**config.mk**
```make
export PLATFORM = sky130hd
export DESIGN_NAME = mux_sampler
export DESIGN_NICKNAME = d
export VERILOG_FILES = /design/src/rtl/mux_sampler.sv
export SDC_FILE = /design/constraint.sdc
export NUM_CORES = 1
export LEC_CHECK = 0
export CORE_UTILIZATION = 44
export CTS_CLUSTER_SIZE = 24
export DETAILED_ROUTE_END_ITERATION = 10
export PLACE_DENSITY = 0.73
export SYNTH_ARGS = -nofsm -noshare
export SYNTH_HDL_FRONTEND = slang
export SYNTH_SLANG_ARGS = --single-unit
```
**constraint.sdc**
```tcl
create_clock -name CLK -period 2.2 [get_ports CLK]
set_clock_uncertainty 0.05 [all_clocks]
set_input_delay 0.55 -clock CLK [delete_from_list [all_inputs] [get_ports CLK]]
set_output_delay 0.55 -clock CLK [all_outputs]
set_load 0.005 [all_outputs]
```
**src/rtl/mux_sampler.sv**
```systemverilog
// Sequences a downstream quad 2:1 mux to capture the A and B nibbles, then flags QA==QB.
// Optional MUX_SAMPLER_CNT_EN adds a CNT output counting completed transactions.
module mux_sampler #(
  parameter int unsigned SETTLE = 1
) (
  input  logic       CLK,
  input  logic       RST_L,
  input  logic       START,
  input  logic [3:0] Y,
  output logic       E_L,
  output logic       S,
  output logic [3:0] QA,
  output logic [3:0] QB,
  output logic       BUSY,
  output logic       DONE,
  output logic       EQ
`ifdef MUX_SAMPLER_CNT_EN
  ,
  output logic [7:0] CNT
`endif
);

  localparam logic [3:0] SettleLd = 4'(SETTLE);

  typedef enum logic [1:0] {
    StIdle,
    StSelA,
    StSelB,
    StFin
  } state_e;

  state_e     state_q, state_d;
  logic [3:0] wait_q, wait_d;
  logic [3:0] qa_q, qa_d;
  logic [3:0] qb_q, qb_d;
  logic       eq_q, eq_d;
  logic       e_l_q, e_l_d;
  logic       s_q, s_d;
  logic       busy_q, busy_d;
  logic       done_q, done_d;

  always_comb begin
    state_d = state_q;
    wait_d  = wait_q;
    qa_d    = qa_q;
    qb_d    = qb_q;
    eq_d    = eq_q;
    unique case (state_q)
      StIdle: begin
        if (START) begin
          state_d = StSelA;
          wait_d  = SettleLd;
        end
      end
      StSelA: begin
        if (wait_q == 4'd0) begin
          qa_d    = Y;
          state_d = StSelB;
          wait_d  = SettleLd;
        end else begin
          wait_d = wait_q - 4'd1;
        end
      end
      StSelB: begin
        if (wait_q == 4'd0) begin
          qb_d    = Y;
          eq_d    = (qa_q == Y);
          state_d = StFin;
        end else begin
          wait_d = wait_q - 4'd1;
        end
      end
      StFin: begin
        state_d = StIdle;
      end
      default: begin
        state_d = StIdle;
      end
    endcase
  end

  // Outputs are decoded from the next state so they are registered alongside it.
  always_comb begin
    e_l_d  = 1'b1;
    s_d    = 1'b0;
    busy_d = 1'b0;
    done_d = 1'b0;
    unique case (state_d)
      StSelA: begin
        e_l_d  = 1'b0;
        busy_d = 1'b1;
      end
      StSelB: begin
        e_l_d  = 1'b0;
        s_d    = 1'b1;
        busy_d = 1'b1;
      end
      StFin: begin
        done_d = 1'b1;
      end
      default: begin
        e_l_d = 1'b1;
      end
    endcase
  end

  always_ff @(posedge CLK) begin
    if (!RST_L) begin
      state_q <= StIdle;
      wait_q  <= 4'd0;
      qa_q    <= 4'd0;
      qb_q    <= 4'd0;
      eq_q    <= 1'b0;
      e_l_q   <= 1'b1;
      s_q     <= 1'b0;
      busy_q  <= 1'b0;
      done_q  <= 1'b0;
    end else begin
      state_q <= state_d;
      wait_q  <= wait_d;
      qa_q    <= qa_d;
      qb_q    <= qb_d;
      eq_q    <= eq_d;
      e_l_q   <= e_l_d;
      s_q     <= s_d;
      busy_q  <= busy_d;
      done_q  <= done_d;
    end
  end

  assign E_L  = e_l_q;
  assign S    = s_q;
  assign QA   = qa_q;
  assign QB   = qb_q;
  assign BUSY = busy_q;
  assign DONE = done_q;
  assign EQ   = eq_q;

`ifdef MUX_SAMPLER_CNT_EN
  logic [7:0] tx_cnt_q, tx_cnt_d;
  logic       fin_entry;

  assign fin_entry = (state_d == StFin) && (state_q != StFin);

  always_comb begin
    tx_cnt_d = tx_cnt_q;
    if (fin_entry) begin
      tx_cnt_d = tx_cnt_q + 8'd1;
    end
  end

  always_ff @(posedge CLK) begin
    if (!RST_L) begin
      tx_cnt_q <= 8'd0;
    end else begin
      tx_cnt_q <= tx_cnt_d;
    end
  end

  assign CNT = tx_cnt_q;
`endif

endmodule
```
* Word level (Yosys, flattened, before mapping)
Index checks and enable logic that the tools add are counted.
Widths: inputs -> output; s select.
** Storage, ports and cells
- Output and inout port bits :: 13
- Input port bits :: 7
- Logic and storage cells :: 38
- Bits in registers :: 19
** Operators by class
- Muxes and demuxes :: 12
- Eq/ne operators :: 9
- Reductions and logical operators :: 7
- $add $sub $neg :: 1
** Operators with widths (number)
- $mux 4 :: 3
- $pmux 4 s3 :: 1
- $eq 2x2->1 const B :: 4
- $pmux 2 s4 :: 1
- $mux 2 :: 3
- $eq 2x1->1 const B :: 2
- $eq 4x4->1 :: 1
- $logic_not 4->1 :: 1
- $mux 1 :: 4
- $ne 2x2->1 const B :: 2
- $reduce_and 2->1 :: 2
- $sub 4x1->4 const B :: 1
- $reduce_and 3->1 :: 1
- $reduce_bool 3->1 :: 1
- $logic_not 2->1 :: 1
- $reduce_or 2->1 :: 1

* Logic depth before layout (Yosys ltp)
- Word-level depth :: 6
- Mapped depth :: 10
- Gate-level depth less buffers :: 9

* Least setup slack after synthesis
Ideal clock, no wire load.
- Path type :: reg2reg
- Start :: reg wait_q[0]
- End :: reg busy_q (netlist: BUSY)
- Required time :: 2.031 ns
- Arrival :: 1.897 ns
- Stages on the path, launching flop included :: 10
- Clock period less this slack :: 2.066 ns
- Setup time :: 0.119 ns
- Path buffers :: 1
- Slack :: 0.134 ns
- Cell sequence :: dfxtp_1 -> inv_1 -> ha_1 -> or3b_1 -> clkbuf_1 -> a21oi_1 -> nor2_1 -> a211oi_1 -> ha_1 -> and2_1
** On the way
- Longest elaborated chain between the ends :: 6
- Elaborated cells on any way between the ends :: 8
- Those cells by class :: eq/ne (2); mux (4); reduce/logical (2)
** RTL lines
- from (decl) :: RTL line 33 : logic [3:0] wait_q, wait_d;
- from (signal assigned) :: RTL line 120 : wait_q <= wait_d;
- $logic_not 4->1 * :: RTL line 56, 65
- $mux 2, on equally long branches :: RTL line 65, 56
- $pmux 2 s4 * :: RTL line 48 : unique case (state_q)
- via state_d[1] :: RTL line 32 : state_e state_q, state_d;
- $eq 2x2->1 or $eq 2x1->1 (tied branches) :: RTL line 88 : unique case (state_d)
- $reduce_or 2->1 (no source line) *
- $mux 1 * :: RTL line 88
- via busy_d :: RTL line 39 : logic busy_q, busy_d;
- to (signal assigned) :: RTL line 126 : busy_q <= busy_d;
- to (decl) :: RTL line 39
The timed path passes the listed nets; every way through them passes the cells marked *.
A chain may end at the register's enable or synchronous reset.

* Worst setup path after layout
Same ends and word-level chain as after synthesis.

==> reports/metrics.yaml <==
multiInputGateArea_um2: 522
synth_cell_type_count: 30
track_usage_pct: 16.8
yosys_most_used_dff: "dfxtp_1"
tns_ns: 0
total_power_uw: 1400
ys_top_cells_by_area: "dfxtp_1 40%, ha_1 10%, mux2i_1 9.4%, nor2_1 5.1%, inv_1 3.9%"
wl_per_cell_um: 12.1
drive_gt1_share_pct: 8.87
critical_path_arrival_ns: 2.25
seq_area_frac_synth_pct: 39.8
relSlewSlack_pct: 75.8
cts_buffers: 3
tritoncts: "yes"
drcViolationCount: 0
end_kind: "register"
hp-class: "register to register"
ys_seq_elements: 19
firstDrtPassIters: 4
dieHeight_um: 48.6
syn_inst: 101
fin_crit_ns: 2.11
htree_levels: 1
syn-num-nets: 116
fin_util_pct: 60.6
synth_top_area_share_pct: 39.8
seq_area_um2: 380
cts_buffer_depth: 2
final_cells: 151
postRouteAntennaNets: 0
yosys.area.top_type: "dfxtp_1"
drt-total-wl_um: 1820
dp_hpwl_um: 1410
synth-edff-count: 0
clkTransAtPathRegs_ns: 0.11
grt_pass1_wl_um: 3110
rsz0062_at_grt: "false"
initial_core_util_pct: 47.8
placed_cells: 147
antenna_found_initial: 0
critPathKind: "register to register"
drt_iter0_drc: 8
synth_commonest_cells: "19 x dfxtp_1, 13 x nor2_1, 10 x inv_1, 9 x mux2i_1, 8 x ha_1"
cap_violations: 0
rows: 16
finalHoldViolCount: 0
status: "finished clean"
nNetsFinal: 140
cp-start-kind: "register"
root_buffer: "clkbuf_4"
io_pins: 20
grt_pass1_vias: 712
ys.warnings.count: 0
irDropWorstVdd_uv: 752
design.die.area_mm2: 0.00236
insertion_delay_ns: 0.30
grt_max_degree: 12
period_share_pct: 95.7
fp.dieW_um: 48.6
synthArstFlopShare_pct: 0
areaGrowthSynthToFinish_pct: 27.0
worstMarginPinSlew_ns: 0.358
fill_cells: 181
port_buffers: 19
critical_path.max_fanout: 5
syn_area_um2: 956
vias: 751
setup_viol: 0
drv_slew: 0
overflow: 0
cp_data_required_time_ns: 2.34
core_area_mm2: 0.00200
cts.sinks: 19
finalWeightedCongestion: 0.860
vias_per_cell: 4.97
power_leakage_uw: 0.000486
max_clock_freq_ghz: 0.475
yosys.cell_count.top_type: "dfxtp_1"
avgSynthCellArea_um2: 9.46
cts_setup_buffers: 0
power.density_mw_per_mm2: 1150
num_antenna_cells: 0
placed cells by master (no fill, tap or decap), types with 2 or more instances in the layout:
cell             synthesis  layout
a21oi_1                  4       4
a32o_1                   2       2
and2_1                   4       4
buf_4                    0       3
clkbuf_4                 0       3
clkdlybuf4s50_1          0      19
dfxtp_1                 19      19
ha_1                     8       8
inv_1                   10      10
mux2i_1                  9       9
nand2_1                  3       3
nor2_1                  13      13
nor3_1                   4       4
o21ai_0                  2       2
or3_1                    2       2
xor2_1                   4       4
repair_timing:
| action | CTS | global route |
|---|---|---|
| hold buffers | 0 | 0 |
| endpoints found under the setup margin | 2 | 3 |
| endpoints found under the hold margin | 0 | 0 |
| gates resized for setup | 1 | 1 |
worst paths after layout:
kind | startpoint | to | slack (ns) | depth (start not counted)
max reg2reg | wait_q[0] | BUSY | 0.09 | 8
max | wait_q[0] | BUSY | 0.09 | 8
min reg2reg | wait_q[1] | wait_q[1] | 0.43 | 2
min | wait_q[1] | wait_q[1] | 0.43 | 2
flip-flops by register name (all words and copies together), names as in the netlist:
name and cells:
BUSY 1, QA 4, wait_q 4, DONE 1, EQ 1, E_L 1, QB 4, state_q 2
S 1
power by group:
part           internal, uW  switching [uW]  leakage (uW)
combinational           375             378      0.000313
clock                  67.6             105     0.0000177
sequential              423            52.2      0.000155
total                   866             535      0.000486
stage by stage:
stage	setup WS [ns]	hold WS, ns	area [um2]
5_1_grt	0.00659	0.483	1210
6_report	0.0940	0.435	1210
4_1_cts	0.00925	0.434	1210
3_3_place_gp	0.0528	0.404	1170
2_1_floorplan	0.134	0.391	956
3_5_place_dp	0.0222	0.417	1170
area by class of cell:
| type | instances | area share [%] |
|---|---|---|
| Clock buffer | 3 | 1.86 |
| Tap cell | 27 | 2.78 |
| Sequential cell | 19 | 31.3 |
| Timing Repair Buffer | 22 | 17.5 |
| Multi-Input combinational cell | 69 | 43.0 |
| Inverter | 10 | 3.09 |
| Clock inverter | 1 | 0.412 |
metal layers:
layer / vias up / part of all wire (%) / global-route usage (%)
met5: - / 0 / 0
met4: 0 / 1.5 / 5.39
met3: 4 / 4.9 / 6.60
met2: 18 / 47 / 27.5
met1: 335 / 46 / 20.0
li1: 394 / - / -
critical path, cell delays in order, from the launching register on:
cell       delay [ns]
dfxtp_1          0.35
inv_1            0.09
ha_1             0.18
or3b_1           0.40
buf_4            0.17
a21oi_1          0.17
a2bb2oi_2        0.19
ha_1             0.25
and2_1           0.14
logic make-up (layout without fill, tap and decap cells):
kind of cell / count (synthesis) / after routing / synth area share, %
XOR/XNOR: 4 / 4 / 3.66
AO/OA/AOI/OAI: 14 / 14 / 10.6
flip-flops: 19 / 19 / 39.8
adder cells (fa/ha/maj): 8 / 8 / 10.5
multiplexers: 9 / 9 / 9.42
AND/OR/NAND/NOR: 34 / 34 / 19.2
buffers and inverters: 13 / 36 / 6.81
Power figures use the tool's default switching activity.
